--- config.mk ---
export PLATFORM = sky130hd
export DESIGN_NAME = uart_rx_flat
export DESIGN_NICKNAME = d
export VERILOG_FILES = /design/src/rtl/uart_pkg.sv /design/src/rtl/uart_rx_if.sv /design/src/rtl/uart_baud_tick.sv /design/src/rtl/uart_rx.sv /design/src/flat_wrapper.sv
export SDC_FILE = /design/constraint.sdc
export NUM_CORES = 1
export LEC_CHECK = 0
export ABC_AREA = 1
export BUFFER_PORTS_ARGS = -buffer_cell sky130_fd_sc_hd__buf_2
export CAP_MARGIN = 20
export CELL_PAD_IN_SITES_DETAIL_PLACEMENT = 0
export CELL_PAD_IN_SITES_GLOBAL_PLACEMENT = 1
export CORE_MARGIN = 1
export CORE_UTILIZATION = 34
export DETAILED_ROUTE_END_ITERATION = 7
export HOLD_SLACK_MARGIN = 0.15
export MAX_ROUTING_LAYER = met4
export PLACE_DENSITY = 0.65
export SYNTH_ARGS = -nofsm -noshare
export SYNTH_HDL_FRONTEND = slang
export SYNTH_SLANG_ARGS = --single-unit
export TNS_END_PERCENT = 5
--- constraint.sdc ---
create_clock -name M_CLOCK -period 2.9 [get_ports M_CLOCK]
set_clock_uncertainty 0.1 [all_clocks]
set_input_delay 0.29 -clock M_CLOCK [delete_from_list [all_inputs] [get_ports M_CLOCK]]
set_output_delay 0.29 -clock M_CLOCK [all_outputs]
set_load 0.005 [all_outputs]
--- src/rtl/uart_pkg.sv ---
// Shared UART definitions: receiver state encoding, default clock/baud constants
// and the rounding divider function also used by the transmitter's bit divider.
package uart_pkg;

   typedef enum logic [2:0] {
      IDLE,
      START,
      DATA,
      PARITY,
      STOP,
      RECOVER
   } uart_rx_state_t;

   localparam int CLK_HZ_DEFAULT = 50_000_000;
   localparam int BAUD_DEFAULT   = 9600;

   // Clocks per event, rounded to nearest: 651 for 9600x8 at 50 MHz, 5208 for 9600.
   function automatic int calc_div(input int clk_hz, input int rate);
      return (clk_hz + rate / 2) / rate;
   endfunction

endpackage

--- src/rtl/uart_rx_if.sv ---
// Serial line and result bundle of the UART receiver; the receiver takes the
// slave view, whoever drives the line and watches the results takes the master view.
interface uart_rx_if;

   logic       RX_IN;
   logic [7:0] DATA_OUT;
   logic       DATA_VALID;
   logic       FRAME_ERR;
   logic       PARITY_ERR;
   logic       BUSY;
   logic [7:0] IO_LED;

   modport master (
      output RX_IN,
      input  DATA_OUT, DATA_VALID, FRAME_ERR, PARITY_ERR, BUSY, IO_LED
   );

   modport slave (
      input  RX_IN,
      output DATA_OUT, DATA_VALID, FRAME_ERR, PARITY_ERR, BUSY, IO_LED
   );

endinterface

--- src/rtl/uart_baud_tick.sv ---
// Free-running divider: one-cycle tick every DIV clocks, counter starts at 0 on reset.
module uart_baud_tick #(
   parameter int DIV = 651
) (
   input  logic M_CLOCK,
   input  logic M_RESET_N,
   output logic tick
);

   localparam int             W    = (DIV > 1) ? $clog2(DIV) : 1;
   localparam logic [W-1:0]   LAST = W'(DIV - 1);

   logic [W-1:0] cnt;

   // NOTE: clocked state is always assigned with <= so every flop samples pre-edge values.
   always_ff @(posedge M_CLOCK or negedge M_RESET_N) begin
      if (!M_RESET_N)       cnt <= '0;
      else if (cnt == LAST) cnt <= '0;
      else                  cnt <= cnt + W'(1);
   end

   assign tick = (cnt == LAST);

endmodule

--- src/rtl/uart_rx.sv ---
// 8N1 UART receiver, 8x oversampled, mid-bit sampling with start-glitch rejection.
// Define UART_RX_PARITY_EN to insert an even-parity bit between data and stop.
module uart_rx
   import uart_pkg::*;
#(
   parameter int CLK_HZ     = CLK_HZ_DEFAULT,
   parameter int BAUD       = BAUD_DEFAULT,
   parameter int OVERSAMPLE = 8
) (
   input logic      M_CLOCK,
   input logic      M_RESET_N,
   uart_rx_if.slave bus
);

   localparam int            DIV     = calc_div(CLK_HZ, BAUD * OVERSAMPLE);
   localparam int            SW      = $clog2(OVERSAMPLE);
   localparam logic [SW-1:0] SC_MID  = SW'(OVERSAMPLE / 2 - 1);
   localparam logic [SW-1:0] SC_LAST = SW'(OVERSAMPLE - 1);

   logic tick;

   uart_baud_tick #(.DIV(DIV)) u_tick (
      .M_CLOCK  (M_CLOCK),
      .M_RESET_N(M_RESET_N),
      .tick     (tick)
   );

   // Two-flop synchronizer, reset to the idle (high) line level.
   logic [1:0] sync_q;
   logic       rxs;

   always_ff @(posedge M_CLOCK or negedge M_RESET_N) begin
      if (!M_RESET_N) sync_q <= 2'b11;
      else            sync_q <= {sync_q[0], bus.RX_IN};
   end

   assign rxs = sync_q[1];

   uart_rx_state_t state, state_n;
   logic [SW-1:0]  sc, sc_n;
   logic [2:0]     bi, bi_n;
   logic [7:0]     shift, shift_n;
   logic           load, ferr_set;
   logic [7:0]     data_q, led_q;
   logic           valid_q, ferr_q;
   logic           par_bad;
`ifdef UART_RX_PARITY_EN
   logic           par_bad_q, par_bad_n, perr_set, perr_q;
   assign par_bad = par_bad_q;
`else
   assign par_bad = 1'b0;
`endif

   // NOTE: every always_comb output gets a default first so no path leaves a latch behind.
   always_comb begin
      state_n  = state;
      sc_n     = sc;
      bi_n     = bi;
      shift_n  = shift;
      load     = 1'b0;
      ferr_set = 1'b0;
`ifdef UART_RX_PARITY_EN
      par_bad_n = par_bad_q;
      perr_set  = 1'b0;
`endif
      if (tick) begin
         case (state)
            IDLE: begin
               if (!rxs) begin
                  state_n = START;
                  sc_n    = '0;
               end
            end
            START: begin
               if (sc == SC_MID) begin
                  if (rxs) begin
                     state_n = IDLE;
                  end else begin
                     sc_n    = '0;
                     bi_n    = 3'd0;
                     state_n = DATA;
                  end
               end else begin
                  sc_n = sc + SW'(1);
               end
            end
            DATA: begin
               if (sc == SC_LAST) begin
                  shift_n = {rxs, shift[7:1]};
                  sc_n    = '0;
                  if (bi == 3'd7) begin
`ifdef UART_RX_PARITY_EN
                     state_n = PARITY;
`else
                     state_n = STOP;
`endif
                  end else begin
                     bi_n = bi + 3'd1;
                  end
               end else begin
                  sc_n = sc + SW'(1);
               end
            end
`ifdef UART_RX_PARITY_EN
            PARITY: begin
               if (sc == SC_LAST) begin
                  par_bad_n = (^shift) != rxs;
                  sc_n      = '0;
                  state_n   = STOP;
               end else begin
                  sc_n = sc + SW'(1);
               end
            end
`endif
            STOP: begin
               if (sc == SC_LAST) begin
                  sc_n = '0;
`ifdef UART_RX_PARITY_EN
                  perr_set = par_bad_q;
`endif
                  if (rxs) begin
                     load    = !par_bad;
                     state_n = IDLE;
                  end else begin
                     ferr_set = 1'b1;
                     state_n  = RECOVER;
                  end
               end else begin
                  sc_n = sc + SW'(1);
               end
            end
            RECOVER: begin
               // Hold here while the line stays low so a break reports only once.
               if (rxs) state_n = IDLE;
            end
            default: state_n = IDLE;
         endcase
      end
   end

   always_ff @(posedge M_CLOCK or negedge M_RESET_N) begin
      if (!M_RESET_N) begin
         state   <= IDLE;
         sc      <= '0;
         bi      <= 3'd0;
         shift   <= 8'h00;
         data_q  <= 8'h00;
         led_q   <= 8'h00;
         valid_q <= 1'b0;
         ferr_q  <= 1'b0;
      end else begin
         state   <= state_n;
         sc      <= sc_n;
         bi      <= bi_n;
         shift   <= shift_n;
         valid_q <= load;
         ferr_q  <= ferr_set;
         if (load) begin
            data_q <= shift;
            led_q  <= shift;
         end
      end
   end

`ifdef UART_RX_PARITY_EN
   always_ff @(posedge M_CLOCK or negedge M_RESET_N) begin
      if (!M_RESET_N) begin
         par_bad_q <= 1'b0;
         perr_q    <= 1'b0;
      end else begin
         par_bad_q <= par_bad_n;
         perr_q    <= perr_set;
      end
   end
   assign bus.PARITY_ERR = perr_q;
`else
   assign bus.PARITY_ERR = 1'b0;
`endif

   assign bus.DATA_OUT   = data_q;
   assign bus.IO_LED     = led_q;
   assign bus.DATA_VALID = valid_q;
   assign bus.FRAME_ERR  = ferr_q;
   assign bus.BUSY       = (state != IDLE);

endmodule

--- src/flat_wrapper.sv ---
// flat-port wrapper written by rule: the top's interface ports become plain ports
module uart_rx_flat import uart_pkg::*;
#(
   parameter int CLK_HZ     = CLK_HZ_DEFAULT,
   parameter int BAUD       = BAUD_DEFAULT,
   parameter int OVERSAMPLE = 8
)
  (M_CLOCK, M_RESET_N, bus_RX_IN, bus_DATA_OUT, bus_DATA_VALID, bus_FRAME_ERR, bus_PARITY_ERR, bus_BUSY, bus_IO_LED);
  uart_rx_if bus_i ();
  input logic M_CLOCK;
  input logic M_RESET_N;
  input wire logic [$bits(bus_i.RX_IN)-1:0] bus_RX_IN;
  output wire logic [$bits(bus_i.DATA_OUT)-1:0] bus_DATA_OUT;
  output wire logic [$bits(bus_i.DATA_VALID)-1:0] bus_DATA_VALID;
  output wire logic [$bits(bus_i.FRAME_ERR)-1:0] bus_FRAME_ERR;
  output wire logic [$bits(bus_i.PARITY_ERR)-1:0] bus_PARITY_ERR;
  output wire logic [$bits(bus_i.BUSY)-1:0] bus_BUSY;
  output wire logic [$bits(bus_i.IO_LED)-1:0] bus_IO_LED;
  assign bus_i.RX_IN = bus_RX_IN;
  assign bus_DATA_OUT = bus_i.DATA_OUT;
  assign bus_DATA_VALID = bus_i.DATA_VALID;
  assign bus_FRAME_ERR = bus_i.FRAME_ERR;
  assign bus_PARITY_ERR = bus_i.PARITY_ERR;
  assign bus_BUSY = bus_i.BUSY;
  assign bus_IO_LED = bus_i.IO_LED;
  uart_rx #(.CLK_HZ(CLK_HZ), .BAUD(BAUD), .OVERSAMPLE(OVERSAMPLE)) u_core (.M_CLOCK(M_CLOCK), .M_RESET_N(M_RESET_N), .bus(bus_i));
endmodule
# Word-level counts from Yosys, hierarchy flattened
# Index checks and enable logic that the tools add are counted.
[totals]
register_bits = 39
wordCells = 64
[classes]
add_sub_neg = 3
eq_ne = 16
n_mux = 27
n_reduce_logical = 9
[op_table]
columns = ["cell", "n"]
rows = [
  ["$mux W3", 14],
  ["$pmux W3 S5", 1],
  ["$eq A3 B3 Y1 const B", 4],
  ["$add A10 B1 Y10 const B", 1],
  ["$eq A10 B10 Y1 const B", 1],
  ["$mux W10", 1],
  ["$ne A2 B1 Y1 const B", 5],
  ["$pmux W3 S3", 1],
  ["$mux W1", 8],
  ["$reduce_and A7 Y1", 1],
  ["$add A3 B1 Y3 const B", 2],
  ["$eq A3 B2 Y1 const B", 2],
  ["$ne A2 B2 Y1 const B", 3],
  ["$pmux W3 S2", 1],
  ["$reduce_and A6 Y1", 1],
  ["$reduce_bool A3 Y1", 2],
  ["$eq A3 B1 Y1 const B", 1],
  ["$logic_not A3 Y1", 1],
  ["$reduce_and A3 Y1", 1],
  ["$mux W2", 1],
  ["$reduce_and A2 Y1", 1],
  ["$reduce_bool A2 Y1", 1],
  ["$reduce_or A2 Y1", 1],
]

# Longest topological paths before layout
# Gate-level depths: netlist (run 1).
[depth]
depth_word = 4
ltp_mapped = 10
ltp_nobuf = 9

# By module
# From an unflattened synthesis (run 1), not the netlist that was laid out.
[hier_totals]
cells_unflattened = 234
hier_area_um2 = 2001.9
[modules_own_cells]
columns = ["mod", "n_inst", "cells_each", "area_each_um2", "seq_area_each_um2"]
rows = [
  ["uart_rx", 1, 172, 1478.9, 728.2],
  ["uart_baud_tick", 1, 62, 523.0, 250.2],
]

# Worst setup path before layout (run 1)
# OpenSTA, ideal clock, no wires.
[synth_timing]
kind = "reg-to-reg"
from = "register u_core.sc[0]"
to = "register u_core.data_q[0] (netlist: u_core.bus.DATA_OUT[0])"
setup_time_ns = 0.117
arrival_ns = 1.340
required_time_ns = 2.683
slack_ns = 1.343
stages_incl_launch_ff = 8
n_path_buf = 0
synth_period_minus_slack_ns = 1.557
path_cell_list = "dfrtp_1 -> ha_1 -> ha_1 -> inv_1 -> nor3_4 -> nand2_4 -> nand2_1 -> nand2_1"
[synth_between]
elab_chain_cells = 4
[synth_rtl]
columns = ["element", "line_no", "source"]
rows = [
  ["start: declaration", "uart_rx.sv:40", "logic [SW-1:0] sc, sc_n;"],
  ["start signal: assignment", "uart_rx.sv:153", "sc <= sc_n;"],
  ["$eq A3 B3 Y1", "uart_rx.sv:116", "if (sc == SC_LAST) begin"],
  ["$mux W1", "uart_rx.sv:116", ""],
  ["$mux W1", "uart_rx.sv:67", "case (state)"],
  ["$mux W1", "uart_rx.sv:66", "if (tick) begin"],
  ["end signal: assignment", "uart_rx.sv:159", "data_q <= shift;"],
  ["end: declaration", "uart_rx.sv:44", "logic [7:0] data_q, led_q;"],
]
# Every way passes these cells.
# A chain may end at the register's enable or synchronous reset.

# Worst setup path in the final report (run 1)
[layout_timing]
from = "register u_core.sc[0]"
to = "register u_core.data_q[2] (netlist: u_core.bus.DATA_OUT[2])"
# The elaborated chain is that of the path after synthesis.

==> results of run 1 <==
## power groups by stage
stage,registers [mW],logic (mW),clock network (mW)
floorplan,0.558,0.00423,0
global placement,0.559,0.0163,0
detailed placement,0.559,0.0165,0
CTS,0.548,0.0186,0.475
global route,0.548,0.0205,0.489
finish,0.548,0.0171,0.456
## area by class of cell
| cell class | instances | share of cell area, % |
|---|---|---|
| sequential | 39 | 41.4 |
| multi-input combinational | 189 | 39.7 |
| timing repair buffer | 23 | 5.30 |
| inverter | 30 | 4.77 |
| tap | 75 | 3.97 |
| clock buffer | 5 | 2.91 |
| clock inverter | 3 | 1.85 |
## flip-flops by register name (all words and copies together), names as in the netlist
register               flops
u_core.shift               8
u_core.sc                  3
u_core.bi                  3
u_core.bus.DATA_OUT        8
u_core.state               3
u_core.u_tick.cnt         10
u_core.bus.DATA_VALID      1
u_core.bus.FRAME_ERR       1
u_core.sync_q              2
## logic make-up after synthesis
kind of cell | synth area share (%)
other | 0.177
buffers and inverters | 9.35
XOR/XNOR | 1.66
adder cells (fa/ha/maj) | 4.73
AO/OA/AOI/OAI | 3.14
AND/OR/NAND/NOR | 34.7
flip-flops | 46.3
## through the flow
step	setup WS [ps]	total power, mW	utilization [%]	area [sq um]	std cells
2_1_floorplan	1340	0.562	-	2110	270
3_3_place_gp	1140	0.575	37.4	2230	354
3_5_place_dp	1120	0.575	37.4	2230	354
4_1_cts	1110	1.04	39.6	2360	364
5_1_grt	952	1.06	39.6	2360	364
6_report	1160	1.02	39.6	2360	364
## worst max-delay path: cells and delay by family (launching register included)
kind,cells,cell delay (ps)
buffers and inverters,1,120
adder cells (fa/ha/maj),2,370
flip-flops,1,380
AND/OR/NAND/NOR,4,690
## cell usage in the layout, fill, tap and decap left out
cell	n
nand2_1	85
dfrtp_1	37
nand3_1	36
nor2_1	28
inv_1	24
buf_2	21
ha_1	8
inv_2	6
o21ai_0	5
a21oi_1	5
nor2_2	5
clkbuf_8	5
xor2_1	3
nand2_4	3
nor3_1	2
nand3_2	2
dlygate4sd3_1	2
dfstp_2	2
nor2_4	1
xnor2_1	1
nor4_1	1
nor3_4	1
a21o_1	1
a21oi_2	1
conb_1	1
clkinv_4	1
bufinv_16	1
clkinv_2	1
## per-layer routing
| metal | track usage, % | wire length, um |
|---|---|---|
| met1 | 19.5 | 2100 |
| met4 | 5.00 | 59 |
| met2 | 24.8 | 1960 |
| met3 | 3.48 | 135 |
| met5 | - | 0 |
## worst max-delay path by stage
stage,cells after the start,to,slack [ps]
after floorplan,7,u_core.bus.DATA_OUT[0],1340
after global placement,7,u_core.bus.DATA_OUT[4],1140
after detailed placement,7,u_core.bus.DATA_OUT[1],1120
after CTS,7,u_core.bus.DATA_OUT[2],1110
after global routing,7,u_core.bus.DATA_OUT[0],950
final,7,u_core.bus.DATA_OUT[2],1160
==> summary.txt, run 1 <==
Job
  – Max-cap check violation count: 0

Clocking
  – Post CTS Setup Buffer Count: 0
  – Num CTS Buffers: 5
  – Clock root cell: clkbuf_8
  – CTS Sinks: 39
  – H-Tree Depth: 2
  – CTS tree: built
  – Clock-pin slew on the worst setup and hold paths: roughly 80 ps
  – Hold_buf cts: 2
  – Clock buffer depth: 2
  – Clock latency on the worst-skew pair: 290 ps
  – Post-CTS sizing: 0

Power
  – Logic pwr share: 1.7%
  – Leakage power: 1.33 nW
  – Power Density: 432 nW/um^2
  – Clock power share: 44.7%
  – Maximum vdd drop: 215 uV
  – Sw Share: a little over a fifth
  – Net Sw Power: 0.215 mW
  – Seq pwr share: about 54%
  – P_int: 0.806 mW

Critical path
  – Worst reg2reg setup slack: about 1200 ps
  – Max stage delay on crit path: about 420 ps
  – Critical R2R Launch: u_core.sc[0]
  – Slowest cell on crit path: nor3_4
  – Reg2reg end: u_core.bus.DATA_OUT[2]
  – Crit path cell chain: ha_1, ha_1, inv_1, nor3_4, nand2_4, nand2_1, nand2_1
  – Arr. time, crit path: between 1500 and 2000 ps
  – Cell count of the worst reg-to-reg path: 7
  – Crit. End Element: register
  – Maximum fanout along the worst path: 9
  – Setup crit start kind: register
  – CP startpoint: u_core.sc[0]
  – Worst path required time: between 2000 and 3000 ps
  – Crit Path Class: register to register

Routing
  – Post-Route WL: 4.26 mm
  – Antenna-violating nets left: 0
  – DR pass1 iterations: 4
  – Wirelength per Cell: 11.7 um
  – Vias: 1686
  – DRT iter0 DRCs: 101
  – DRC viols: 0
  – Vias per std cell: 4.63

Global route
  – All-Layer GR Usage: about 16%
  – Vias in the first global route: 1630
  – Global-route wire length before repair: 7.51 mm
  – Grt total ovfl: 0
  – Initial antenna violation count: 0
  – Pin count of the biggest net entering global routing: 40

STA
  – Max Transition Viols Final: 0
  – RSZ-0062 raised after global routing: no
  – TNS Setup: 0 ps
  – # setup viols final: 0
  – Count of final hold-check violations: 0
  – Final worst path period need: 1740 ps
  – Max frequency: 0.573 GHz
  – Slew margin rel.: ~40%
  – Hold Slack: 258 ps
  – Period utilisation layout: 60.1%
  – Worst-Margin Slew: between 800 and 900 ps

Synthesis
  – Synth area leader: dfrtp_1
  – Synth top area share: 43.8%
  – Mean Syn Cell Area: 7.83 sq um
  – Synth Flop Type: dfrtp_1
  – Mapped Nets: 281
  – Post-synth EDFFs: 0
  – Post-Syn Area: 2110 sq um
  – Yosys reg bits: 39
  – Top post-synthesis cells by count: 85 x nand2_1, 37 x dfrtp_1, 36 x nand3_1
  – Async set-reset flop share out of synthesis: 100%
  – Synth warnings: 0
  – Post-synth cell types: 24
  – Most frequent cell after synthesis: nand2_1
  – Mapped Cells: 270
  – Seq/Total Area, Yosys: 46.3%
  – Main area contributors after synthesis: dfrtp_1 44%, nand2_1 15%, nand3_1 8.5%

Die
  – Rows: 28
  – I/O pin count: 23
  – Die Y: between 80 and 90 um
  – Core ar.: 5960 sq um
  – Die area: 6540 sq um
  – Starting Density: 35.5%
  – Die W: 80.9 um

Layout
  – Diodes inserted: 0
  – Share of post-route cells with drive strength above 1: 17.3%
  – Sequential Area: 978 sq um
  – Area Overhead vs Synth: 11.7%
  – Multi-input logic area: 938 sq um
  – # fillers: 635
  – Nets@finish: 299

Min path
  – Hold path endpoint: u_core.sync_q[1]
  – Hold_sp: u_core.sync_q[0]
  – Worst min-delay path category: register to register
  – Worst hold stages: 0

Placed design
  – Final Wtd Congestion: 0.860
  – Port bufs: 21
  – Final HPWL DP: around 3.1 mm

Outcome
  – Status: finished clean
No activity file was read; power rests on OpenSTA's default activity.
==> inputs of run 2 (changes only) <==
ABC_AREA = 0   (was 1)
PLACE_DENSITY = 0.61   (was 0.65)
clock period = 1.7 ns   (was 2.9 ns; I/O delays follow)
==> run 2 against run 1 <==
Effect of this change: the flow now finishes with violations (negative setup slack); via count is 20% lower; non-clock buffer count is 42 higher; cell count is 21% lower.
==> summary.txt, run 2 <==
STA
  – TNS Setup: -9020 ps
  – Count of final hold-check violations: 0
  – Max Transition Viols Final: 0
  – Period utilisation layout: 134%
  – Max frequency: around 0.44 GHz
  – RSZ-0062 raised after global routing: yes
  – Final worst path period need: 2270 ps
  – Final setup margin: -571 ps
  – # setup viols final: 26

Placed design
  – Final HPWL DP: 2.64 mm
  – Final Wtd Congestion: approximately 0.84
  – Placed Area: around 2300 sq um
  – Port bufs: 21
  – Setup Slack @ Placement: -577 ps

Clocking
  – Clock buffer depth: 2
  – Post CTS Setup Buffer Count: 0
  – CTS tree: built
  – Clock-pin slew on the worst setup and hold paths: 80 ps
  – Clock latency on the worst-skew pair: 290 ps
  – CTS Sinks: 39
  – Num CTS Buffers: 5
  – H-Tree Depth: 2
  – Clock root cell: clkbuf_8

Global route
  – Global-route wire length before repair: 6.35 mm
  – Initial antenna violation count: 0
  – Vias in the first global route: 1372
  – Pin count of the biggest net entering global routing: 40
  – All-Layer GR Usage: 14.2%
  – Grt total ovfl: 0

Synthesis
  – Mean Syn Cell Area: 12.0 sq um
  – Synth top area share: between 40% and 50%
  – Post-synth cell types: ~40
  – Most frequent cell after synthesis: dfrtp_1
  – Mapped Cells: 157
  – Mapped Nets: approximately 170
  – Top post-synthesis cells by count: 37 x dfrtp_1, 17 x mux2_2, 13 x nor2_1
  – Synth area leader: dfrtp_1
  – Async set-reset flop share out of synthesis: 100%
  – Main area contributors after synthesis: dfrtp_1 49%, mux2_2 10%, ha_1 5.3%
  – Yosys reg bits: 39
  – Synth warnings: 0
  – Post-synth EDFFs: 0
  – Post-Syn Area: roughly 1900 sq um
  – Synth Flop Type: dfrtp_1
  – Seq/Total Area, Yosys: 51.8%

Die
  – I/O pin count: 23
  – Core ar.: about 5200 sq um
  – Rows: 26
  – Die W: 76.5 um
  – Die area: slightly below 6000 sq um
  – Starting Density: 36.0%
  – Die Y: 76.5 um

Routing
  – Antenna-violating nets left: 0
  – DRT iter0 DRCs: 67
  – Vias: 1354
  – Wirelength per Cell: 13.0 um
  – Vias per std cell: 4.72
  – DRC viols: 0
  – Post-Route WL: 3.73 mm
  – DR pass1 iterations: 4

Critical path
  – Crit path cell chain: or4b_4, or3_4, or4_4, mux2_4
  – CP Buf/Inv Count: 0
  – Critical R2R Launch: u_core.u_tick.cnt[4]
  – Slowest cell on crit path: or4b_4
  – CP startpoint: u_core.u_tick.cnt[4]
  – Maximum fanout along the worst path: 3
  – CP top delay family: simple AND/OR/NAND/NOR gates
  – Crit. End Element: register
  – Max stage delay on crit path: 540 ps
  – Crit Path Class: register to register
  – Arr. time, crit path: 2350 ps
  – Setup crit start kind: register
  – Worst path required time: about 1800 ps

Layout
  – Top reg by flops: u_core.u_tick.cnt
  – Nets@finish: 227
  – Post-route cell area: 2510 sq um
  – Diodes inserted: 0
  – Max reg flops: 10
  – Most frequent cells in the layout: 37 x buf_4, 37 x dfrtp_1, 21 x buf_2
  – Share of post-route cells with drive strength above 1: 48.4%
  – Area Overhead vs Synth: 32.7%

Outcome
  – Failing checks: negative setup slack
  – Status: complete, but fails checks

Power
  – Power Density: 629 nW/um^2
  – Maximum vdd drop: 390 uV
  – Leakage power: 1.28 nW

Job
  – Max-cap check violation count: 0

Min path
  – Worst min-delay path category: register to register
  – Hold_sp: u_core.sync_q[0]
==> run 2: routing by layer <==
layer	share of wire, %	vias to the layer above	global-route usage [%]
met5	0	-	-
met4	1.9	0	6.73
met3	2.7	7	3.59
met2	49	21	22.8
met1	46	663	16.6
li1	-	663	-
==> run 2: logic make-up (layout without fill, tap and decap cells) <==
family	count (synthesis)	count (layout)	synth area share, %
buffers and inverters	19	79	5.96
flip-flops	39	39	51.8
multiplexers	20	20	12.5
other	1	1	0.199
AO/OA/AOI/OAI	15	15	5.30
AND/OR/NAND/NOR	45	45	14.2
adder cells (fa/ha/maj)	9	9	5.83
XOR/XNOR	9	9	4.18
==> run 2: repair_timing <==
action,in CTS,in global routing
pin swaps,2,2
resized for setup,15,10
hold endpoints to repair,40,0
hold buffers,2,0
setup endpoints to repair,33,31
==> run 2: final timing paths <==
path | endpoint | slack, ps | depth (start not counted)
worst max-delay path | u_core.bi[2] | -570 | 4
worst min-delay path | u_core.sync_q[1] | 250 | 0
worst max register to register | u_core.bi[2] | -570 | 4
worst min register to register | u_core.sync_q[1] | 250 | 0
max in group asynchronous | u_core.sync_q[0] | 970 | 3
min in group asynchronous | u_core.state[0] | 270 | 3
==> run 2: report_power, final <==
group	internal, mW	total, mW	switching [mW]
clock	0.285	0.608	0.323
sequential	0.931	0.934	0.00270
combinational	0.0128	0.0349	0.0221
total	1.23	1.58	0.348
==> run 2: layout make-up <==
| type | instances | area [sq um] |
|---|---|---|
| clock buffer | 5 | 68.8 |
| inverter | 6 | 22.5 |
| fill | 478 | 2730 |
| sequential | 39 | 978 |
| multi-input combinational | 99 | 861 |
| tap | 70 | 87.6 |
| clock inverter | 3 | 20.0 |
| timing repair buffer | 65 | 468 |
==> run 2: per-stage QoR <==
step | hold WS (ps) | utilization [%] | instances | power [mW]
after CTS | 258 | 47.3 | 287 | 1.61
after detailed placement | 53.0 | 44.3 | 277 | 0.985
after global placement | 50.7 | 44.3 | 277 | 0.984
after floorplan | -226 | - | 157 | 0.955
after global routing | 258 | 47.9 | 287 | 1.66
final | 255 | 47.9 | 287 | 1.58
==> inputs of run 3 (changes only) <==
CELL_PAD_IN_SITES_DETAIL_PLACEMENT = not set   (was 0)
CELL_PAD_IN_SITES_GLOBAL_PLACEMENT = not set   (was 1)
PLACE_DENSITY = 0.51   (was 0.61)
clock period = 2.43 ns   (was 1.7 ns; I/O delays follow)
==> run 3 against run 2 <==
Effect of this change: the flow now finishes without violations; clock-buffer cell count did not move; sequential power fell by 30%; setup slack better by 660 ps; utilization decreased by 6.8 points; largest power group unchanged.
==> summary.txt, run 3 (synthesized netlist as in run 2, its figures left out) <==
Routing
  – Vias per std cell: 4.96
  – DRT iter0 DRCs: 55
  – Vias: 1249
  – DRC viols: 0
  – DR pass1 iterations: 4
  – Antenna-violating nets left: 0
  – Post-Route WL: approximately 3.3 mm
  – Wirelength per Cell: 13.2 um

Clocking
  – Post-CTS sizing: 0
  – Num CTS Buffers: 5
  – Post CTS Setup Buffer Count: 0
  – Clock root cell: clkbuf_8
  – Hold_buf cts: 2
  – Clock-pin slew on the worst setup and hold paths: 80 ps
  – CTS Sinks: 39
  – CTS tree: built
  – Clock buffer depth: 2
  – Clock latency on the worst-skew pair: a little under 300 ps
  – H-Tree Depth: 2

Min path
  – Hold path endpoint: u_core.sync_q[1]
  – Worst min-delay path category: register to register
  – Hold_sp: u_core.sync_q[0]
  – Worst hold stages: 0

Layout
  – Diodes inserted: 0
  – Share of post-route cells with drive strength above 1: 34.6%
  – Most frequent cells in the layout: 37 x dfrtp_1, 21 x buf_2, 17 x mux2_2
  – Top reg by flops: u_core.u_tick.cnt
  – Commonest non-fill, non-tap cell in the layout: dfrtp_1
  – Area Overhead vs Synth: 14.0%
  – Final core utilization: around two fifths
  – # fillers: approximately 500
  – Nets@finish: ~190
  – Max reg flops: 10

STA
  – Final setup margin: 92.2 ps
  – TNS Setup: 0 ps
  – Count of final hold-check violations: 0
  – Slew margin rel.: 43.1%
  – RSZ-0062 raised after global routing: no
  – Max frequency: 0.428 GHz
  – Hold Slack: 259 ps
  – Period utilisation layout: between 90% and 100%
  – Final worst path period need: 2340 ps
  – # setup viols final: 0
  – Worst-Margin Slew: ~850 ps
  – Max Transition Viols Final: 0

Critical path
  – Worst path required time: 2500 ps
  – Slowest cell on crit path: or4b_4
  – Maximum fanout along the worst path: 5
  – CP Depth: 4
  – CP Buf/Inv Count: 0
  – Crit Path Class: register to register
  – Max stage delay on crit path: 570 ps
  – Worst reg2reg setup slack: between 90 and 100 ps
  – Crit. End Element: register
  – Arr. time, crit path: 2410 ps
  – Cell count of the worst reg-to-reg path: 4
  – Crit path cell chain: or4b_4, or3_1, or4_4, mux2_4
  – Reg2reg end: u_core.bi[2]
  – CP top delay family: simple AND/OR/NAND/NOR gates
  – Critical R2R Launch: u_core.u_tick.cnt[4]
  – Setup crit start kind: register
  – CP startpoint: u_core.u_tick.cnt[4]

Global route
  – Global-route wire length before repair: 5.70 mm
  – Initial antenna violation count: 0
  – Vias in the first global route: 1219
  – All-Layer GR Usage: 12.9%
  – Pin count of the biggest net entering global routing: 40
  – Grt total ovfl: 0

Placed design
  – Port bufs: 21
  – Setup Slack @ Placement: 97.7 ps
  – Final HPWL DP: roughly 2.4 mm
  – Final Wtd Congestion: 0.792

Die
  – I/O pin count: 23
  – Die area: 5860 sq um
  – Die Y: roughly 77 um
  – Core ar.: 5240 sq um
  – Die W: approximately 77 um
  – Starting Density: 36.0%
  – Rows: 26

Power
  – Maximum vdd drop: 193 uV
  – Power Density: 510 nW/um^2
  – Pwr Total: roughly 1.1 mW
  – Leakage power: 1.08 nW

Job
  – Max-cap check violation count: 0

Outcome
  – Status: finished clean
-- run 3: cell count changes in the layout (fill, tap and decap cells not counted), moves of 2 or more --
cell,delta
buf_4,-30
mux2_2,+8
mux2_4,-8
buf_6,-4
o21ai_0,+4
o21ai_1,-4
ha_1,+2
ha_2,-2
-- run 3: area by class of cell --
| cell class | instances | area, sq um | share of cell area [%] |
|---|---|---|---|
| clock inverter | 3 | 20.0 | 0.930 |
| sequential | 39 | 978 | 45.5 |
| timing repair buffer | 30 | 178 | 8.26 |
| tap | 70 | 87.6 | 4.07 |
| inverter | 6 | 22.5 | 1.05 |
| clock buffer | 5 | 68.8 | 3.20 |
| multi-input combinational | 99 | 797 | 37.0 |
-- run 3: worst max path at each step --
stage / to / slack, ps
4_1_cts: u_core.bi[2] / 80
5_1_grt: u_core.sc[0] / 0.6
6_report: u_core.bi[2] / 90
2_1_floorplan: u_core.bi[0] / 40
3_3_place_gp: u_core.bi[1] / 130
3_5_place_dp: u_core.bi[2] / 100
-- run 3: layer usage --
metal,share of wire [%],track usage (%)
met5,0,-
met3,5.4,4.31
met2,48,20.6
met1,43,14.4
met4,2.9,6.54
-- run 3: power by group --
group	switching, mW	internal, mW	total [mW]
Clock	0.228	0.200	0.428
Sequential	0.00196	0.652	0.654
Combinational	0.0137	0.00358	0.0173
-- run 3: stage by stage --
stage,cells,area [sq um]
2_1_floorplan,157,1890
3_3_place_gp,242,2040
3_5_place_dp,242,2040
4_1_cts,252,2150
5_1_grt,252,2150
6_report,252,2150
